### config.mk
export PLATFORM = sky130hd
export DESIGN_NAME = vga_timing_gen_flat
export DESIGN_NICKNAME = d
export VERILOG_FILES = /design/src/rtl/vga_pkg.sv /design/src/rtl/vga_if.sv /design/src/rtl/vga_axis_counter.sv /design/src/rtl/vga_timing_gen.sv /design/src/flat_wrapper.sv
export SDC_FILE = /design/constraint.sdc
export NUM_CORES = 1
export LEC_CHECK = 0
export CELL_PAD_IN_SITES_DETAIL_PLACEMENT = 1
export CELL_PAD_IN_SITES_GLOBAL_PLACEMENT = 1
export CORE_ASPECT_RATIO = 0.6
export CORE_UTILIZATION = 36
export CTS_CLUSTER_DIAMETER = 150
export DETAILED_ROUTE_END_ITERATION = 8
export PLACE_DENSITY_LB_ADDON = 0.1
export SYNTH_ARGS = -nofsm -noshare
export SYNTH_HDL_FRONTEND = slang
export SYNTH_SLANG_ARGS = --single-unit
### constraint.sdc
create_clock -name clk -period 3.05 [get_ports clk]
set_input_delay 0.61 -clock clk [delete_from_list [all_inputs] [get_ports clk]]
set_output_delay 0.61 -clock clk [all_outputs]
set_load 0.01 [all_outputs]
### src/rtl/vga_pkg.sv
// rtl/vga_pkg.sv - 800x600 timing defaults and test-pattern bar colours
package vga_pkg;

    localparam int HOR_PIXELS     = 800;
    localparam int HOR_TOTAL      = 1056;
    localparam int HOR_SYNC_START = 840;
    localparam int HOR_SYNC_WIDTH = 128;
    localparam int HOR_FP         = HOR_SYNC_START - HOR_PIXELS;

    localparam int VER_PIXELS     = 600;
    localparam int VER_TOTAL      = 628;
    localparam int VER_SYNC_START = 601;
    localparam int VER_SYNC_WIDTH = 4;
    localparam int VER_FP         = VER_SYNC_START - VER_PIXELS;

    localparam int CNT_W = 11;

    // Left-to-right bar colours, indexed by hcount[9:7]
    localparam logic [11:0] BAR_COLORS [0:7] = '{
        12'hFFF, 12'hFF0, 12'h0FF, 12'h0F0,
        12'hF0F, 12'hF00, 12'h00F, 12'h000
    };

endpackage

### src/rtl/vga_if.sv
// rtl/vga_if.sv - pixel stream bundle shared by the draw pipeline
interface vga_if;

    logic [10:0] vcount;
    logic [10:0] hcount;
    logic        vsync;
    logic        hsync;
    logic        vblnk;
    logic        hblnk;
    logic [11:0] rgb;

    modport out (
        output vcount, hcount, vsync, hsync, vblnk, hblnk, rgb
    );

    modport in (
        input vcount, hcount, vsync, hsync, vblnk, hblnk, rgb
    );

endinterface

### src/rtl/vga_axis_counter.sv
// rtl/vga_axis_counter.sv - one timing axis: wrapping counter with blank/sync decode
module vga_axis_counter import vga_pkg::*; #(
    parameter int   ACTIVE   = HOR_PIXELS,
    parameter int   FP       = HOR_FP,
    parameter int   SYNC     = HOR_SYNC_WIDTH,
    parameter int   TOTAL    = HOR_TOTAL,
    parameter logic SYNC_POL = 1'b1
) (
    input  logic             clk,
    input  logic             rst,
    input  logic             en,
    output logic [CNT_W-1:0] count_q,
    output logic [CNT_W-1:0] count_d,
    output logic             blnk_q,
    output logic             blnk_d,
    output logic             sync_q,
    output logic             carry
);

    // 12-bit bounds so a sync end of exactly 2048 does not wrap
    localparam logic [CNT_W-1:0] LAST       = CNT_W'(TOTAL - 1);
    localparam logic [CNT_W:0]   BLNK_START = (CNT_W+1)'(ACTIVE);
    localparam logic [CNT_W:0]   SYNC_START = (CNT_W+1)'(ACTIVE + FP);
    localparam logic [CNT_W:0]   SYNC_END   = (CNT_W+1)'(ACTIVE + FP + SYNC);

    if (TOTAL > 2048 || TOTAL < 1) begin : g_bad_total
        $error("vga_axis_counter: TOTAL=%0d outside 1..2048", TOTAL);
    end
    if (ACTIVE + FP + SYNC > TOTAL) begin : g_bad_sum
        $error("vga_axis_counter: ACTIVE+FP+SYNC=%0d exceeds TOTAL=%0d",
               ACTIVE + FP + SYNC, TOTAL);
    end

    logic sync_d;

    // Next count: advance on enable, wrap at the last position and flag carry
    always_comb begin
        count_d = count_q;
        carry   = 1'b0;
        if (en) begin
            if (count_q == LAST) begin
                count_d = '0;
                carry   = 1'b1;
            end else begin
                count_d = count_q + 1'b1;
            end
        end
    end

    // Decode blank/sync from the next count so they land with that count
    always_comb begin
        blnk_d = ({1'b0, count_d} >= BLNK_START);
        sync_d = ~SYNC_POL;
        if ({1'b0, count_d} >= SYNC_START && {1'b0, count_d} < SYNC_END) begin
            sync_d = SYNC_POL;
        end
    end

    // Register count and its decoded flags together
    always_ff @(posedge clk or negedge rst) begin
        if (!rst) begin
            count_q <= '0;
            blnk_q  <= 1'b0;
            sync_q  <= ~SYNC_POL;
        end else begin
            count_q <= count_d;
            blnk_q  <= blnk_d;
            sync_q  <= sync_d;
        end
    end

endmodule

### src/rtl/vga_timing_gen.sv
// rtl/vga_timing_gen.sv - VGA timing source; VGA_TEST_PATTERN_EN adds colour bars
module vga_timing_gen import vga_pkg::*; #(
    parameter int   H_ACTIVE = HOR_PIXELS,
    parameter int   H_FP     = HOR_FP,
    parameter int   H_SYNC   = HOR_SYNC_WIDTH,
    parameter int   H_TOTAL  = HOR_TOTAL,
    parameter int   V_ACTIVE = VER_PIXELS,
    parameter int   V_FP     = VER_FP,
    parameter int   V_SYNC   = VER_SYNC_WIDTH,
    parameter int   V_TOTAL  = VER_TOTAL,
    parameter logic SYNC_POL = 1'b1
) (
    input  logic  clk,
    input  logic  rst,
    input  logic  pix_en,
    vga_if.out    out,
    output logic  frame_start
);

    logic [CNT_W-1:0] h_count_q, h_next;
    logic [CNT_W-1:0] v_count_q, v_next;
    logic             h_blnk_q, h_blnk_d, h_sync_q, h_carry;
    logic             v_blnk_q, v_blnk_d, v_sync_q, v_carry;
    logic             v_en;
    logic             frame_start_d, frame_start_q;
    logic             unused_next;

    assign v_en = pix_en & h_carry;

    vga_axis_counter #(
        .ACTIVE(H_ACTIVE), .FP(H_FP), .SYNC(H_SYNC), .TOTAL(H_TOTAL), .SYNC_POL(SYNC_POL)
    ) u_h (
        .clk(clk), .rst(rst), .en(pix_en),
        .count_q(h_count_q), .count_d(h_next),
        .blnk_q(h_blnk_q), .blnk_d(h_blnk_d),
        .sync_q(h_sync_q), .carry(h_carry)
    );

    vga_axis_counter #(
        .ACTIVE(V_ACTIVE), .FP(V_FP), .SYNC(V_SYNC), .TOTAL(V_TOTAL), .SYNC_POL(SYNC_POL)
    ) u_v (
        .clk(clk), .rst(rst), .en(v_en),
        .count_q(v_count_q), .count_d(v_next),
        .blnk_q(v_blnk_q), .blnk_d(v_blnk_d),
        .sync_q(v_sync_q), .carry(v_carry)
    );

    // Vertical carry only fires on the (last,last) -> (0,0) step, so it is the frame marker
    always_comb begin
        frame_start_d = v_carry;
    end

    // Frame strobe register; reset clears it so reset never looks like a frame start
    always_ff @(posedge clk or negedge rst) begin
        if (!rst) begin
            frame_start_q <= 1'b0;
        end else begin
            frame_start_q <= frame_start_d;
        end
    end

`ifdef VGA_TEST_PATTERN_EN
    logic [11:0] rgb_d, rgb_q;

    // Pick the bar colour from the next position, black when blanked
    always_comb begin
        rgb_d = 12'h000;
        if (!h_blnk_d && !v_blnk_d) begin
            rgb_d = BAR_COLORS[h_next[9:7]];
        end
    end

    // Register colour alongside the counters
    always_ff @(posedge clk or negedge rst) begin
        if (!rst) begin
            rgb_q <= 12'h000;
        end else begin
            rgb_q <= rgb_d;
        end
    end

    assign out.rgb = rgb_q;
`else
    assign out.rgb = 12'h000;
`endif

    // Next-state values are only consumed by the optional pattern logic
    assign unused_next = ^{h_next, h_blnk_d, v_next, v_blnk_d};

    assign out.hcount  = h_count_q;
    assign out.vcount  = v_count_q;
    assign out.hblnk   = h_blnk_q;
    assign out.vblnk   = v_blnk_q;
    assign out.hsync   = h_sync_q;
    assign out.vsync   = v_sync_q;
    assign frame_start = frame_start_q;

endmodule

### src/flat_wrapper.sv
// flat-port wrapper written by rule: the top's interface ports become plain ports
module vga_timing_gen_flat import vga_pkg::*;
#(
    parameter int   H_ACTIVE = HOR_PIXELS,
    parameter int   H_FP     = HOR_FP,
    parameter int   H_SYNC   = HOR_SYNC_WIDTH,
    parameter int   H_TOTAL  = HOR_TOTAL,
    parameter int   V_ACTIVE = VER_PIXELS,
    parameter int   V_FP     = VER_FP,
    parameter int   V_SYNC   = VER_SYNC_WIDTH,
    parameter int   V_TOTAL  = VER_TOTAL,
    parameter logic SYNC_POL = 1'b1
)
  (clk, rst, pix_en, frame_start, out_vcount, out_hcount, out_vsync, out_hsync, out_vblnk, out_hblnk, out_rgb);
  vga_if out_i ();
  input  logic clk;
  input  logic rst;
  input  logic pix_en;
  output logic frame_start;
  output wire logic [$bits(out_i.vcount)-1:0] out_vcount;
  output wire logic [$bits(out_i.hcount)-1:0] out_hcount;
  output wire logic [$bits(out_i.vsync)-1:0] out_vsync;
  output wire logic [$bits(out_i.hsync)-1:0] out_hsync;
  output wire logic [$bits(out_i.vblnk)-1:0] out_vblnk;
  output wire logic [$bits(out_i.hblnk)-1:0] out_hblnk;
  output wire logic [$bits(out_i.rgb)-1:0] out_rgb;
  assign out_vcount = out_i.vcount;
  assign out_hcount = out_i.hcount;
  assign out_vsync = out_i.vsync;
  assign out_hsync = out_i.hsync;
  assign out_vblnk = out_i.vblnk;
  assign out_hblnk = out_i.hblnk;
  assign out_rgb = out_i.rgb;
  vga_timing_gen #(.H_ACTIVE(H_ACTIVE), .H_FP(H_FP), .H_SYNC(H_SYNC), .H_TOTAL(H_TOTAL), .V_ACTIVE(V_ACTIVE), .V_FP(V_FP), .V_SYNC(V_SYNC), .V_TOTAL(V_TOTAL), .SYNC_POL(SYNC_POL)) u_core (.clk(clk), .rst(rst), .pix_en(pix_en), .out(out_i), .frame_start(frame_start));
endmodule
==> flow_summary_export.csv, run 1 <==
group,metric,value,unit
outcome,status,"complete, no violations",
yosys,synth_top_area_share,41.8,%
layout,regArea,676,µm²
die,initial_core_util,38.4,%
routing,top_layer,"met4",
layout,fillers,500,
place,place_congestion,0.777,
cts,cts.sinks,27,
cts,cts_setup_buffers,0,
timing,rsz0062_at_grt,"false",
layout,layout-drive-gt1-share,9.55,%
timing,tns,0,ps
routing,wl_met3,190,µm
yosys,synth_edf_count,0,
die,die_h,53.9,µm
yosys,ys_seq_area_share,41.8,%
yosys,synth_top_cell_by_area,"dfrtp_1",
timing,final_max_slew_viol_count,0,
layout,n_antenna_cell,0,
cts,root_buffer,"clkbuf_8",
yosys,synth_cell_types,46,
timing,fmax,0.390,GHz
worst_hold_path,hold_path_depth,1,
cts,hold_buffers,0,
routing,dr_wl_met2,1760,µm
layout,multiInputGateArea,816,µm²
cts,numCtsBuffers,3,
place,hpwl,3190,µm
power,pwr-share-comb,23.3,%
routing,avgViaCountPerCell,5.20,
yosys,yosysWarningCount,0,
power,clkPwrFrac,23.8,%
power,power.internal,588,µW
setup_path,worst-path-max-fanout,9,
cts,cts_tree,"done",
setup_path,required,3210,ps
power,p_sw_share,31.8,%
flow_run,cap_violations,0,
die,core.rowCount,18,
cts,clk_path_buf_depth,2,
global_route,grt_start_max_net_pins,28,
yosys,muxShareOfSynthArea,1.31,%
global_route,antenna_found_initial,0,
yosys,syn-instance-count,167,
routing,ant_nets,0,
yosys,synth-main-ff-cell,"dfrtp_1",
global_route,overflow,0,
global_route,grt_pass1_vias,1296,
layout,syn_to_final_growth,24.0,%
routing,finalWirelength,4190,µm
cts,clk_pin_slew,100,ps
yosys,synthTopCellsByArea,"dfrtp_1, buf_4, xnor2_1",
yosys,synth_area_per_cell,9.69,µm²
yosys,ys_async_sr_fraction,100,%
setup_path,critPathKind,"flip-flop to flip-flop",
global_route,grt_pass1_wl,6730,µm
cts,cts_htree_levels,1,
routing,wire_per_inst,16.2,µm
timing,finalHoldViolations,0,
setup_path,critPathCaptureType,"flip-flop",
timing,fin_worst_skew,5.59,ps
setup_path,r2r_setup_slack,490,ps
global_route,track_usage,19.5,%
power,power-per-cell-area,430,mW/mm²
setup_path,critPathLaunchType,"flip-flop",
power,p_sw,274,µW
routing,vias,1346,
yosys,synth.most_common_cell,"dfrtp_1",
die,dieArea,0.00477,mm²
yosys,synth_commonest_cells,"dfrtp_1, buf_4, nand3_1, nand2_1",
yosys,synth-simple-area-share,22.9,%
power,p_leak,0.000890,µW
routing,firstDrtPassIters,4,
routing,drc_errors,0,
timing,hold_slack,546,ps
timing,setup_viol,0,
yosys,syn-cell-area,0.00162,mm²
die,die_w,88.5,µm
setup_path,rr_worst_depth,8,
cts,clkLatencyLatePin,270,ps
timing,post-route-period-util,84.1,%
place,io_buffers,29,
place,pre_cts_ws,223,ps
layout,final_nets,205,
setup_path,critPathArrivalTime,2730,ps
yosys,synth_compound_area_share,14.3,%
cts,cts_resized,0,
worst_hold_path,hold_class,"flip-flop to flip-flop",
yosys,synth-xor-area-share,7.58,%
timing,fin_crit,2560,ps
power,ir_worst_vdd,0.162,mV
yosys,synthAdderAreaFrac,1.55,%
yosys,synth_seq_cells,27,
yosys,synth_top_family_by_area,"simple AND/OR/NAND/NOR gates",
routing,dr.first_iter.drc_count,53,
power,seqPwrFrac,53.0,%
die,design.portCount,42,
timing,finalWorstSetupSlack,486,ps
routing,wl_met1,2230,µm
die,core_area,0.00421,mm²
[logic make-up after synthesis]
family | count (synthesis)
AOI/OAI and AO/OA | 28
xor gates and xnor gates | 14
adders and majority gates | 2
buffers and inverters | 29
DFF | 27
muxes | 2
other | 1
and+or+nand+nor | 64
[flip-flops by register name, summed over array words and instances (netlist names)]
signal              flops
u_core.frame_start      1
u_core.u_h.blnk_q       1
u_core.u_v.blnk_q       1
u_core.u_v.count_q     11
u_core.u_h.count_q     11
u_core.u_v.sync_q       1
u_core.u_h.sync_q       1
[cell usage in the layout (no fill, tap or decap), types with 6 or more instances in the layout]
| cell type | n |
|---|---|
| xnor2_1 | 10 |
| nand3_1 | 13 |
| conb_1 | 12 |
| nor2_1 | 8 |
| dfrtp_1 | 27 |
| nand2_1 | 12 |
| inv_1 | 10 |
| clkdlybuf4s50_1 | 29 |
| buf_4 | 6 |
[per-stage QoR]
step / utilization [%] / total power, µW / instance area (µm²) / instances
floorplan: - / 570 / 1660 / 178
global placement: 46.5 / 655 / 1960 / 255
detailed placement: 46.5 / 665 / 1960 / 255
CTS: 47.6 / 872 / 2010 / 259
global route: 47.6 / 915 / 2010 / 259
finish: 47.6 / 862 / 2010 / 259
[worst paths after layout]
check / start / endpoint
min in group asynchronous: rst / u_core.u_h.count_q[8]
min: u_core.u_h.count_q[0] / u_core.u_h.count_q[0]
min reg2reg: u_core.u_h.count_q[0] / u_core.u_h.count_q[0]
max in group asynchronous: rst / u_core.u_h.count_q[6]
max: u_core.u_v.count_q[0] / u_core.u_v.sync_q
max reg2reg: u_core.u_v.count_q[0] / u_core.u_v.sync_q
[layer usage]
layer / track usage (%) / up-vias
met2: 28.8 / 35
met4: 1.61 / 0
met3: 4.91 / 2
met5: 0 / -
li1: - / 638
met1: 29.6 / 671
[area by class of cell]
type                    instances  area share [%]
clock buffers                   3            2.06
flip-flops and latches         27            33.7
clock inverters                 1           0.250
inverters                      10            1.87
multi-input cells             122            40.7
well taps                      60            3.74
repair buffers                 36            17.7
[worst max-delay path: stages (launching register included)]
cell and delay, ps:
dfrtp_1 470, ha_1 390, nor3b_1 230, nand3_1 320, a31oi_1 270, o31ai_1 120
buf_4 160, nand3b_1 160, a2111oi_2 350
[power by group through the flow]
stage / combinational, µW / sequential (µW) / clock, µW
floorplan: 121 / 448 / 0
global placement: 196 / 458 / 0
detailed placement: 201 / 464 / 0
CTS: 202 / 457 / 213
global route: 223 / 466 / 227
finish: 201 / 457 / 205
Note: power is estimated with default switching activity, not from simulation.
==> run 2, diff against run 1 <==
==> constraint.sdc (replaced) <==
create_clock -name clk -period 2.7 [get_ports clk]
set_input_delay 0.54 -clock clk [delete_from_list [all_inputs] [get_ports clk]]
set_output_delay 0.54 -clock clk [all_outputs]
set_load 0.01 [all_outputs]
==> flow_summary_export.csv, run 2 (synthesis gave the netlist of run 1 again) <==
group,metric,value,unit
setup_path,cp_slowest_cell,"clkdlybuf4s50_1",
cts,cts_htree_levels,1,
power,power.internal,669,µW
die,die_w,88.5,µm
layout,final_common_cell,"clkdlybuf4s50_1",
routing,dr.first_iter.drc_count,60,
layout,final_nets,212,
global_route,track_usage,20.0,%
setup_path,critPathKind,"input port to flip-flop",
layout,syn_to_final_growth,26.4,%
power,p_sw_share,32.7,%
timing,final_max_slew_viol_count,0,
die,dieArea,0.00477,mm²
layout,n_antenna_cell,0,
power,p_leak,0.000925,µW
power,clkPwrFrac,23.8,%
layout,multiInputGateArea,816,µm²
cts,cts_tree,"done",
setup_path,r2r_setup_slack,190,ps
routing,vias,1345,
timing,setup_viol,0,
routing,ant_nets,0,
place,place_congestion,0.840,
timing,maxSlewHeadroom,67.0,%
setup_path,path_cells,"clkdlybuf4s50_1, nand4_1, nor3_4, buf_4, nand2_1, o31ai_1, o31a_1, o22a_1",
cts,clkLatencyLatePin,280,ps
routing,avgViaCountPerCell,5.06,
layout,layout-drive-gt1-share,12.6,%
timing,tightest_slew,491,ps
cts,hold_buffers,0,
cts,clk_path_buf_depth,2,
place,io_buffers,29,
die,design.portCount,42,
global_route,antenna_found_initial,0,
routing,wire_per_inst,16.6,µm
die,core.rowCount,18,
power,pwr-share-comb,23.8,%
timing,rsz0062_at_grt,"false",
setup_path,critPathMaxStageDelay,530,ps
global_route,grt_start_max_net_pins,28,
cts,cts_resized,0,
worst_hold_path,hold_class,"flip-flop to flip-flop",
power,ir_worst_vdd,0.196,mV
timing,fin_worst_skew,2.37,ps
global_route,overflow,0,
routing,firstDrtPassIters,4,
setup_path,worst-path-max-fanout,5,
die,core_area,0.00421,mm²
layout,reg_top3,"u_core.u_h.count_q x11, u_core.u_v.count_q x11",
layout,fillers,475,
cts,root_buffer,"clkbuf_8",
setup_path,critPathLaunchType,"input port",
place,hpwl,3300,µm
routing,finalWirelength,4410,µm
cts,cts.sinks,27,
layout,regArea,676,µm²
power,power-per-cell-area,485,mW/mm²
power,p_sw,324,µW
routing,drc_errors,0,
flow_run,cap_violations,0,
cts,clk_pin_slew,90,ps
setup_path,critPathCaptureType,"flip-flop",
global_route,grt_pass1_vias,1291,
power,seqPwrFrac,52.5,%
timing,post-route-period-util,93.4,%
die,die_h,53.9,µm
cts,cts_setup_buffers,0,
die,initial_core_util,38.4,%
setup_path,required,2920,ps
layout,layout_common_cells,"clkdlybuf4s50_1, dfrtp_1, buf_4, nand3_1",
outcome,status,"complete, no violations",
timing,hold_slack,551,ps
setup_path,critPathArrivalTime,2740,ps
timing,fmax,0.396,GHz
timing,tns,0,ps
cts,numCtsBuffers,3,
timing,finalHoldViolations,0,
global_route,grt_pass1_wl,6890,µm
timing,fin_crit,2520,ps
-- run 2: cell types whose count changed in the layout (fill, tap and decap cells not counted) --
cell and change:
buf_4 +8, buf_12 -1
-- run 2: path summary, 6_finish.rpt --
path                                       startpoint                     to  cells after the start
max in group asynchronous                         rst  u_core.u_v.count_q[1]                      2
worst min register to register  u_core.u_h.count_q[0]  u_core.u_h.count_q[0]                      1
worst max register to register  u_core.u_h.count_q[7]      u_core.u_v.blnk_q                      7
min in group asynchronous                         rst  u_core.u_v.count_q[9]                      2
worst max-delay path                           pix_en      u_core.u_v.blnk_q                      8
worst min-delay path            u_core.u_h.count_q[0]  u_core.u_h.count_q[0]                      1
-- run 2: layer usage --
metal	global-route usage [%]	share of wire, %
met5	0	0
met4	2.42	0.25
met3	4.14	2.9
met2	28.7	41
met1	31.3	56
-- run 2: area by class of cell --
class                      count  share of cell area [%]
tap                           60                    3.67
clock buffer                   3                    2.02
timing repair buffer          43                    19.3
inverter                      10                    1.83
sequential                    27                    33.0
multi-input combinational    122                    39.9
clock inverter                 1                   0.245
-- run 2: worst max-delay path: cells and delay by family --
| family | cells | cell delay [ps] |
|---|---|---|
| compound gates | 3 | 770 |
| buf+inv | 2 | 750 |
| simple gates | 3 | 690 |
-- run 2: through the flow --
step                setup WS, ps  power (µW)  instances  utilization, %  area, µm²
floorplan                    473         644        178               -       1660
global placement           -56.7         745        262            47.5       2000
detailed placement         -92.2         760        262            47.5       2000
CTS                          155         996        266            48.6       2050
global route                33.1        1040        266            48.6       2050
finish                       178         993        266            48.6       2050
-- run 2: power by group through the flow --
stage          logic (µW)  clock network, µW  registers (µW)
3_3_place_gp          227                  0             518
5_1_grt               256                256             529
6_report              236                236             521
4_1_cts               237                241             518
2_1_floorplan         137                  0             507
3_5_place_dp          234                  0             525
==> run 3, diff against run 2 <==
--- a/config.mk
+++ b/config.mk
@@ -7,11 +7,13 @@
 export LEC_CHECK = 0
 export CELL_PAD_IN_SITES_DETAIL_PLACEMENT = 1
 export CELL_PAD_IN_SITES_GLOBAL_PLACEMENT = 1
-export CORE_ASPECT_RATIO = 0.6
+export CORE_ASPECT_RATIO = 0.9
 export CORE_UTILIZATION = 36
 export CTS_CLUSTER_DIAMETER = 150
 export DETAILED_ROUTE_END_ITERATION = 8
+export HOLD_SLACK_MARGIN = 0.03
 export PLACE_DENSITY_LB_ADDON = 0.1
+export SKIP_CTS_REPAIR_TIMING = 1
 export SYNTH_ARGS = -nofsm -noshare
 export SYNTH_HDL_FRONTEND = slang
 export SYNTH_SLANG_ARGS = --single-unit
==> flow_summary_export.csv, run 3 (synthesis gave the netlist of run 1 again) <==
group,metric,value,unit
power,p_leak,0.000927,µW
routing,drc_errors,0,
layout,n_antenna_cell,0,
layout,final_common_cell,"clkdlybuf4s50_1",
routing,avgViaCountPerCell,5.17,
routing,firstDrtPassIters,4,
routing,finalWirelength,4170,µm
timing,tns,0,ps
setup_path,r2r_setup_slack,320,ps
layout,layout-drive-gt1-share,13.0,%
setup_path,worst-path-max-fanout,6,
layout,syn_to_final_growth,26.9,%
power,power-per-cell-area,479,mW/mm²
die,die_h,65.6,µm
cts,cts.sinks,27,
flow_run,cap_violations,0,
outcome,status,"complete, no violations",
die,die_w,72.7,µm
worst_hold_path,hold_class,"flip-flop to flip-flop",
timing,post-route-period-util,88.8,%
place,io_buffers,29,
timing,maxSlewHeadroom,66.4,%
cts,clk_pin_slew,90,ps
global_route,grt_start_max_net_pins,28,
layout,design_area,0.00205,mm²
place,hpwl,3090,µm
global_route,grt_pass1_wl,7110,µm
setup_path,required,2860,ps
layout,reg_top3,"u_core.u_h.count_q x11, u_core.u_v.count_q x11",
die,dieArea,0.00477,mm²
setup_path,critPathCaptureType,"flip-flop",
timing,final_max_slew_viol_count,0,
routing,wire_per_inst,15.6,µm
timing,rsz0062_at_grt,"false",
setup_path,critPathLaunchType,"input port",
layout,final_nets,213,
die,core_area,0.00418,mm²
timing,finalWorstSetupSlack,304,ps
timing,setup_viol,0,
layout,layout_common_cells,"clkdlybuf4s50_1, dfrtp_1, buf_4, nand3_1",
timing,finalHoldViolations,0,
timing,hold_slack,536,ps
routing,dr.first_iter.drc_count,111,
routing,vias,1381,
timing,fmax,0.417,GHz
global_route,track_usage,19.5,%
cts,cts_tree,"done",
place,place_congestion,0.881,
cts,numCtsBuffers,3,
setup_path,critPathArrivalTime,2560,ps
power,ir_worst_vdd,0.383,mV
routing,ant_nets,0,
layout,finalNonFillerCells,267,
cts,root_buffer,"clkbuf_8",
cts,cts_htree_levels,1,
place,pre_cts_ws,27.7,ps
place,dp.cells,263,
global_route,grt_pass1_vias,1389,
die,design.portCount,42,
cts,clk_path_buf_depth,2,
timing,fin_crit,2400,ps
cts,clkLatencyLatePin,270,ps
die,core.rowCount,22,
setup_path,critPathKind,"input port to flip-flop",
die,initial_core_util,38.7,%
timing,tightest_slew,498,ps
global_route,overflow,0,
global_route,antenna_found_initial,0,
timing,fin_worst_skew,2.35,ps
place,placed_cell_area,0.00201,mm²
## run 3: cell types whose count changed in the layout (fill, tap and decap cells not counted), sizes merged
cell,previous run,this run
buf,14,15
## run 3: metal layers
layer,global-route usage (%),wire [µm],vias to the layer above
met2,31.2,1920,38
met4,3.68,33,0
li1,-,-,650
met1,26.9,2050,689
met5,0,0,-
met3,4.45,155,4
## run 3: stage by stage
stage	util, %	power [µW]
finish	49.1	984
global route	49.1	1040
CTS	49.1	990
detailed placement	48.0	759
global placement	48.0	746
floorplan	-	644
## run 3: area by class of cell
type / instances / area [µm²]
multi-input combinational: 122 / 816
clock inverter: 1 / 5.00
tap: 60 / 75.1
sequential: 27 / 676
clock buffer: 3 / 41.3
fill: 490 / 2130
timing repair buffer: 44 / 403
inverter: 10 / 37.5
## run 3: final timing paths
check	startpoint	endpoint	depth (start not counted)
min reg2reg	u_core.u_h.count_q[0]	u_core.u_h.count_q[0]	1
max reg2reg	u_core.u_v.count_q[3]	u_core.u_v.sync_q	6
min in group asynchronous	rst	u_core.u_h.count_q[3]	2
max in group asynchronous	rst	u_core.u_v.count_q[8]	2
min	u_core.u_h.count_q[0]	u_core.u_h.count_q[0]	1
max	pix_en	u_core.u_v.sync_q	8
## run 3: worst max-delay path, stage by stage
cell	delay, ps
clkdlybuf4s50_1	510
and4_1	260
nand3_1	100
buf_4	180
nor4_1	370
xnor2_1	190
nand3_1	160
a2111oi_2	250
## run 3: power breakdown
part | switching, µW | total, µW | internal [µW]
Sequential | 77.5 | 517 | 439
Combinational | 110 | 235 | 125
Clock | 129 | 232 | 104
